[src/rtl/blur_pkg.sv]
// Shared definitions for the blur output path.
// Holds the default image geometry and the frame-size helper, the writer
// FSM state type and the 12-bit {R,G,B} pixel type.
package blur_pkg;

  localparam int IMG_WIDTH  = 640;
  localparam int IMG_HEIGHT = 480;
  localparam int OUT_W      = IMG_WIDTH - 2;
  localparam int OUT_H      = IMG_HEIGHT - 2;
  localparam int TOTAL      = OUT_W * OUT_H;
  localparam int FIFO_DEPTH = 8;
  localparam int ADDR_W     = 19;

  typedef enum logic [1:0] {IDLE, WRITE, DONE} wr_state_t;
  typedef logic [11:0] rgb444_t;

  // The 3x3 filter trims one pixel from every edge.
  function automatic int frame_total(input int width, input int height);
    return (width - 2) * (height - 2);
  endfunction

endpackage

[src/rtl/blur_frame_writer_sync_fifo.sv]
// Synchronous FIFO used to absorb frame-buffer backpressure.
// Ports:
//   clk, reset (sync, active-low), flush (sync clear)
//   push/wdata : write side; accepted when not full, or when full with a pop
//   pop/rdata  : read side; rdata is the head entry (show-ahead)
//   full/empty : occupancy flags
module sync_fifo #(
  parameter int WIDTH = 12,
  parameter int DEPTH = 8
) (
  input  logic             clk,
  input  logic             reset,
  input  logic             flush,
  input  logic             push,
  input  logic             pop,
  input  logic [WIDTH-1:0] wdata,
  output logic [WIDTH-1:0] rdata,
  output logic             full,
  output logic             empty
);

  localparam int PTR_W = $clog2(DEPTH);

  logic [WIDTH-1:0] mem_q [DEPTH];
  logic [PTR_W-1:0] wr_ptr_q, rd_ptr_q;
  logic [PTR_W:0]   count_q;
  logic             do_push, do_pop;

  assign full    = (count_q == (PTR_W+1)'(DEPTH));
  assign empty   = (count_q == '0);
  assign do_pop  = pop && !empty;
  // When full, the slot being written is the one the pop frees this cycle.
  assign do_push = push && (!full || do_pop);
  assign rdata   = mem_q[rd_ptr_q];

  always_ff @(posedge clk) begin
    if (!reset || flush) begin
      wr_ptr_q <= '0;
      rd_ptr_q <= '0;
      count_q  <= '0;
    end else begin
      if (do_push) wr_ptr_q <= wr_ptr_q + PTR_W'(1);
      if (do_pop)  rd_ptr_q <= rd_ptr_q + PTR_W'(1);
      if (do_push && !do_pop)      count_q <= count_q + (PTR_W+1)'(1);
      else if (do_pop && !do_push) count_q <= count_q - (PTR_W+1)'(1);
    end
  end

  // Storage is not reset; the consumer gates rdata with its own valid.
  always_ff @(posedge clk) begin
    if (do_push) mem_q[wr_ptr_q] <= wdata;
  end

endmodule

[src/rtl/blur_frame_writer.sv]
// Sink end of the blur pixel stream: writes every valid filtered pixel to a
// linear frame buffer at sequential addresses and pulses frame_done when the
// frame has been written.
// Ports:
//   clk, reset (sync, active-low)
//   frame_start      : pulse, arms capture or restarts the current frame
//   le, i_data       : filtered pixel stream
//   mem_ready        : frame buffer accepts the current write
//   mem_we/addr/wdata: write request, address and data (FIFO head)
//   frame_done       : one-cycle pulse after the last write of a frame
//   overflow         : sticky, a pixel was dropped on a full FIFO
//   busy             : capture in progress
//
// state | meaning
// IDLE  | waiting for frame_start, le ignored
// WRITE | accepting pixels and draining the FIFO to memory
// DONE  | frame_done pulse, returns to IDLE
module blur_frame_writer #(
  parameter int IMG_WIDTH  = blur_pkg::IMG_WIDTH,
  parameter int IMG_HEIGHT = blur_pkg::IMG_HEIGHT,
  parameter int FIFO_DEPTH = blur_pkg::FIFO_DEPTH,
  parameter int ADDR_W     = blur_pkg::ADDR_W
) (
  input  logic              clk,
  input  logic              reset,
  input  logic              frame_start,
  input  logic              le,
  input  logic [11:0]       i_data,
  input  logic              mem_ready,
  output logic              mem_we,
  output logic [ADDR_W-1:0] mem_addr,
  output logic [11:0]       mem_wdata,
  output logic              frame_done,
  output logic              overflow,
  output logic              busy
);

  import blur_pkg::*;

  localparam int FRAME_TOTAL = frame_total(IMG_WIDTH, IMG_HEIGHT);
  localparam int CNT_W       = $clog2(FRAME_TOTAL + 1);

  wr_state_t         state_q, state_d;
  logic [CNT_W-1:0]  push_cnt_q, push_cnt_d;
  logic [ADDR_W-1:0] addr_q, addr_d;
  logic              overflow_q, overflow_d;

  logic    fifo_push, fifo_pop, fifo_flush, fifo_full, fifo_empty;
  logic    push_req, wr_done, frame_in;
  rgb444_t fifo_rdata;

  sync_fifo #(
    .WIDTH (12),
    .DEPTH (FIFO_DEPTH)
  ) u_fifo (
    .clk   (clk),
    .reset (reset),
    .flush (fifo_flush),
    .push  (fifo_push),
    .pop   (fifo_pop),
    .wdata (i_data),
    .rdata (fifo_rdata),
    .full  (fifo_full),
    .empty (fifo_empty)
  );

  assign busy       = (state_q == WRITE);
  assign mem_we     = busy && !fifo_empty;
  assign mem_addr   = addr_q;
  assign mem_wdata  = mem_we ? fifo_rdata : 12'h000;
  assign frame_done = (state_q == DONE);
  assign overflow   = overflow_q;

  always_comb begin
    state_d    = state_q;
    push_cnt_d = push_cnt_q;
    addr_d     = addr_q;
    overflow_d = overflow_q;
    fifo_push  = 1'b0;
    fifo_pop   = 1'b0;
    fifo_flush = 1'b0;
    wr_done    = 1'b0;
    push_req   = 1'b0;
    frame_in   = (push_cnt_q == CNT_W'(FRAME_TOTAL));

    if (frame_start) begin
      // Start and abort are the same action from any state.
      state_d    = WRITE;
      push_cnt_d = '0;
      addr_d     = '0;
      overflow_d = 1'b0;
      fifo_flush = 1'b1;
    end else begin
      case (state_q)
        WRITE: begin
          wr_done  = mem_we && mem_ready;
          fifo_pop = wr_done;
          push_req = le && !frame_in;
          if (push_req) begin
            // A dropped pixel still counts, keeping the frame aligned.
            push_cnt_d = push_cnt_q + CNT_W'(1);
            if (!fifo_full || wr_done) fifo_push  = 1'b1;
            else                       overflow_d = 1'b1;
          end
          if (wr_done && addr_q == ADDR_W'(FRAME_TOTAL - 1)) begin
            state_d = DONE;
          end else begin
            if (wr_done) addr_d = addr_q + ADDR_W'(1);
            // All pixels seen and drained short of the last address:
            // only reachable when drops left holes.
            if (frame_in && fifo_empty) state_d = DONE;
          end
        end
        DONE:    state_d = IDLE;
        default: state_d = IDLE;
      endcase
    end
  end

  always_ff @(posedge clk) begin
    if (!reset) begin
      state_q    <= IDLE;
      push_cnt_q <= '0;
      addr_q     <= '0;
      overflow_q <= 1'b0;
    end else begin
      state_q    <= state_d;
      push_cnt_q <= push_cnt_d;
      addr_q     <= addr_d;
      overflow_q <= overflow_d;
    end
  end

endmodule

[config.mk]
export PLATFORM = sky130hd
export DESIGN_NAME = blur_frame_writer
export DESIGN_NICKNAME = d
export VERILOG_FILES = /design/src/rtl/blur_pkg.sv /design/src/rtl/blur_frame_writer_sync_fifo.sv /design/src/rtl/blur_frame_writer.sv
export SDC_FILE = /design/constraint.sdc
export NUM_CORES = 1
export LEC_CHECK = 0
export ABC_AREA = 1
export BUFFER_PORTS_ARGS = -buffer_cell sky130_fd_sc_hd__buf_2
export CORE_MARGIN = 3
export CORE_UTILIZATION = 54
export CTS_CLUSTER_SIZE = 10
export DETAILED_ROUTE_END_ITERATION = 12
export GPL_TIMING_DRIVEN = 0
export PLACE_DENSITY = 0.76
export SLEW_MARGIN = 20
export SYNTH_ARGS = -nofsm -noshare
export SYNTH_HDL_FRONTEND = slang
export SYNTH_SLANG_ARGS = --single-unit
[constraint.sdc]
create_clock -name clk -period 2.4 [get_ports clk]
set_input_delay 0.48 -clock clk [delete_from_list [all_inputs] [get_ports clk]]
set_output_delay 0.48 -clock clk [all_outputs]
set_load 0.005 [all_outputs]
==> key figures <==
GRT
  – GRT Util Overall: a little under a quarter
  – Number of global-route vias before repair: between 5000 and 6000
  – Initial antenna violation count: 0
  – Total gr overflow: 0
  – First-pass GRT wire length: approximately 25000 um
  – Largest net degree at the start of global routing: 17

Clock network
  – CTS Buf Count: 17
  – Clock Tree Buf Depth: 2
  – CTS tree: yes
  – Clock transition at path regs: 0.06 ns
  – Number of H-tree levels: 4
  – Clock sink count: 150
  – CTS Hold Buffers Added: 0
  – Root Driver: clkbuf_16
  – Clk_lat worst skew: approximately 0.42 ns

Floorplanning
  – Die X: 118 um
  – Die area: around 14000 sq um
  – Row cnt: 40
  – Core area: 12200 sq um
  – Ports: 52
  – Die H: 118 um
  – Initial core utilization: between 50 and 60%

Finish
  – Post-layout net count: slightly below 900
  – Fillcell total: approximately 920
  – Final cell count without fillers: 1030
  – Layout cells sized above 1: a little under a fifth
  – Area delta synth->final: 21.2%
  – Ant diodes: 0

Routing
  – # DRC: 0
  – Routed WL: roughly 16000 um
  – Vias/cell: roughly 5.5
  – ANT nets after route: 0
  – Routed len/inst: roughly 16 um
  – DRT Pass-1 Iters: 5
  – Via count: 5617
  – DRT iter0 DRCs: 439

STA
  – Fin. max-slew vios: 0
  – Final TNS setup: 0 ns
  – Worst-margin pin slew: 0.793 ns
  – Crit path time final: roughly 2.3 ns
  – Max Freq: 0.429 GHz
  – Hold Vio Cnt, Final: 0
  – Share of the clock period used by the worst path: a little over nine tenths
  – Setup Skew: ~0.0066 ns
  – Final setup margin: 0.0700 ns
  – RSZ-0062 raised after global routing: yes
  – Relative slew slack: between 40% and 50%
  – Final setup viols: 0
  – Worst hold slack: 0.297 ns

Power and ir drop
  – Psw: approximately 0.0011 W
  – Switching portion of total power: 19.4%
  – Internal power: 0.00462 W
  – Sequential Power Share: approximately half
  – Clock share of power: 48.8%
  – Leak pwr: 3.01 nW
  – Comb pwr share: 3.0%
  – Tot Pwr: 0.00573 W
  – PwrDens: about 690 nW/um^2
  – Peak supply drop: between 0.5 and 0.6 mV

Synth
  – Top cell type by total area after synthesis: edfxtp_1
  – XOR/XNOR Fraction of Synth Area: between 3 and 4%
  – Post-Synth Adder-Cell Area: between 1.5 and 2%
  – Syn Area/Cell: 8.89 sq um
  – Post-synthesis simple-gate area fraction: a little over a fifth
  – Gate Count Post-Synth: around 770
  – Seq/Total Area, Yosys: about three fifths
  – FFs w/ async S/R, synth: 0%
  – Syn Nets: 794
  – Post-synth design cell area: approximately 7000 sq um
  – Distinct cell type count after synthesis: 28
  – Top post-synthesis cells by count: 168 x nor2_1, 164 x nand2_1, 96 x edfxtp_1, 82 x o21ai_0, 54 x dfxtp_1
  – Mux cell area share after synthesis: 0%
  – Top_reg_cell synth: edfxtp_1
  – Most common cell in the netlist: nor2_1
  – EDFF count, synth: between 90 and 100
  – Complex-gate fraction of the synthesized area: a little over a tenth
  – Ys Warns: 0
  – Largest family of logic cells by synthesized area: simple AND/OR/NAND/NOR gates
  – Top area cells in the synthesized netlist: edfxtp_1 42%, dfxtp_1 16%, nor2_1 9.2%
  – FF+latch count, synth: 150
  – Post-synth top area share: 42.2%

Placement
  – Placed insts: just under 1000
  – IO Port Bufs: 51
  – GP Congestion: between 0.9 and 1
  – Setup WS pre-CTS: -0.395 ns
  – HPWL after detailed placement: ~11000 um

Outcome
  – Outcome: finished, final reports clean

Run
  – Max-cap violations: 0

Hold path
  – Worst hold path class: in -> reg

Critical path
  – Critical path data required time: roughly 1.9 ns
  – CP endpoint kind: output port
  – WP data arrival: 1.85 ns
  – CP max FO: 10
  – Crit path launch type: flop
  – Crit path kind: reg -> out
-- area by class of cell --
class	count	area, sq um	area share, %
Buffer	28	208	2.51
Clock buffer	26	561	6.77
Clock inverter	6	82.6	0.997
Inverter	43	164	1.98
Multi-Input combinational cell	547	2730	33.0
Sequential cell	150	3980	48.1
Tap cell	168	210	2.54
Timing Repair Buffer	62	338	4.08
-- metal layers --
metal | global-route usage [%] | part of all wire, % | up-vias
li1 | - | - | 2731
met1 | 28.9 | 42 | 2663
met2 | 37.8 | 50 | 190
met3 | 5.02 | 5.7 | 33
met4 | 10.1 | 2.4 | 0
met5 | 0 | 0 | -
-- through the flow --
stage | utilization, % | instance area [sq um]
floorplan | - | 6840
global placement | 60.1 | 7300
detailed placement | 60.1 | 7310
CTS | 66.7 | 8110
global route | 68.1 | 8280
finish | 68.1 | 8280
-- flip-flops by register name, summed over array words and instances, names as in the netlist, named ones only --
| name | count |
|---|---|
| u_fifo.mem_q | 96 |
| mem_addr | 19 |
| push_cnt_q | 19 |
| u_fifo.count_q | 4 |
| u_fifo.rd_ptr_q | 3 |
| u_fifo.wr_ptr_q | 3 |
| state_q | 2 |
| overflow | 1 |
-- critical path: stages, from the launching register on --
cell,delay [ns]
dfxtp_2,0.33
inv_2,0.04
nor2_4,0.17
nand2_1,0.12
inv_1,0.15
buf_6,0.17
o21ai_0,0.09
a31oi_1,0.21
buf_2,0.15
-- power groups by stage --
stage                     clock network, W  registers (W)   logic, W
after floorplan                          0        0.00281  0.0000798
after global placement                   0        0.00281   0.000139
after detailed placement                 0        0.00281   0.000147
after CTS                          0.00282        0.00276   0.000157
after global routing               0.00291        0.00276   0.000192
final                              0.00280        0.00276   0.000173
-- final timing paths --
check | cells after the start | to | startpoint | slack (ns)
worst max-delay path | 8 | mem_wdata[2] | state_q[0]$_SDFFE_PN0P_ | 0.07
worst min-delay path | 3 | state_q[0]$_SDFFE_PN0P_ | reset | 0.30
worst max register to register | 9 | u_fifo.mem_q[7][6]$_DFFE_PP_ | push_cnt_q[0]$_SDFFE_PP0P_ | 0.12
worst min register to register | 1 | overflow$_SDFFE_PP0P_ | overflow$_SDFFE_PP0P_ | 0.47
-- cells by family (layout without fill, tap and decap cells) --
| logic type | count (synthesis) | after routing |
|---|---|---|
| AO/OA/AOI/OAI | 139 | 139 |
| XOR/XNOR | 28 | 28 |
| adder cells (fa/ha/maj) | 9 | 9 |
| buffers and inverters | 71 | 165 |
| flip-flops | 150 | 150 |
| AND/OR/NAND/NOR | 371 | 371 |
-- cells in the final DEF, fill, tap and decap left out, types with 6 or more instances in the layout --
master,synthesis,final
a21oi_1,38,38
a31oi_1,13,13
buf_2,7,55
buf_4,0,13
buf_6,1,6
clkbuf_1,18,7
clkbuf_16,0,19
clkbuf_8,0,9
dfxtp_1,54,45
dfxtp_2,0,6
edfxtp_1,96,96
inv_1,43,37
nand2_1,164,159
nand3_1,19,16
nor2_1,168,160
nor2_2,0,6
o21ai_0,82,75
o21ai_1,0,6
xnor2_1,11,11
xor2_1,17,17
-- timing repair --
item / CTS / global route
resized for setup: 45 / 45
setup buffers: 4 / 7
pin swaps: 4 / 14
endpoints found under the setup margin: 110 / 97
No activity file was read; power rests on OpenSTA's default activity.
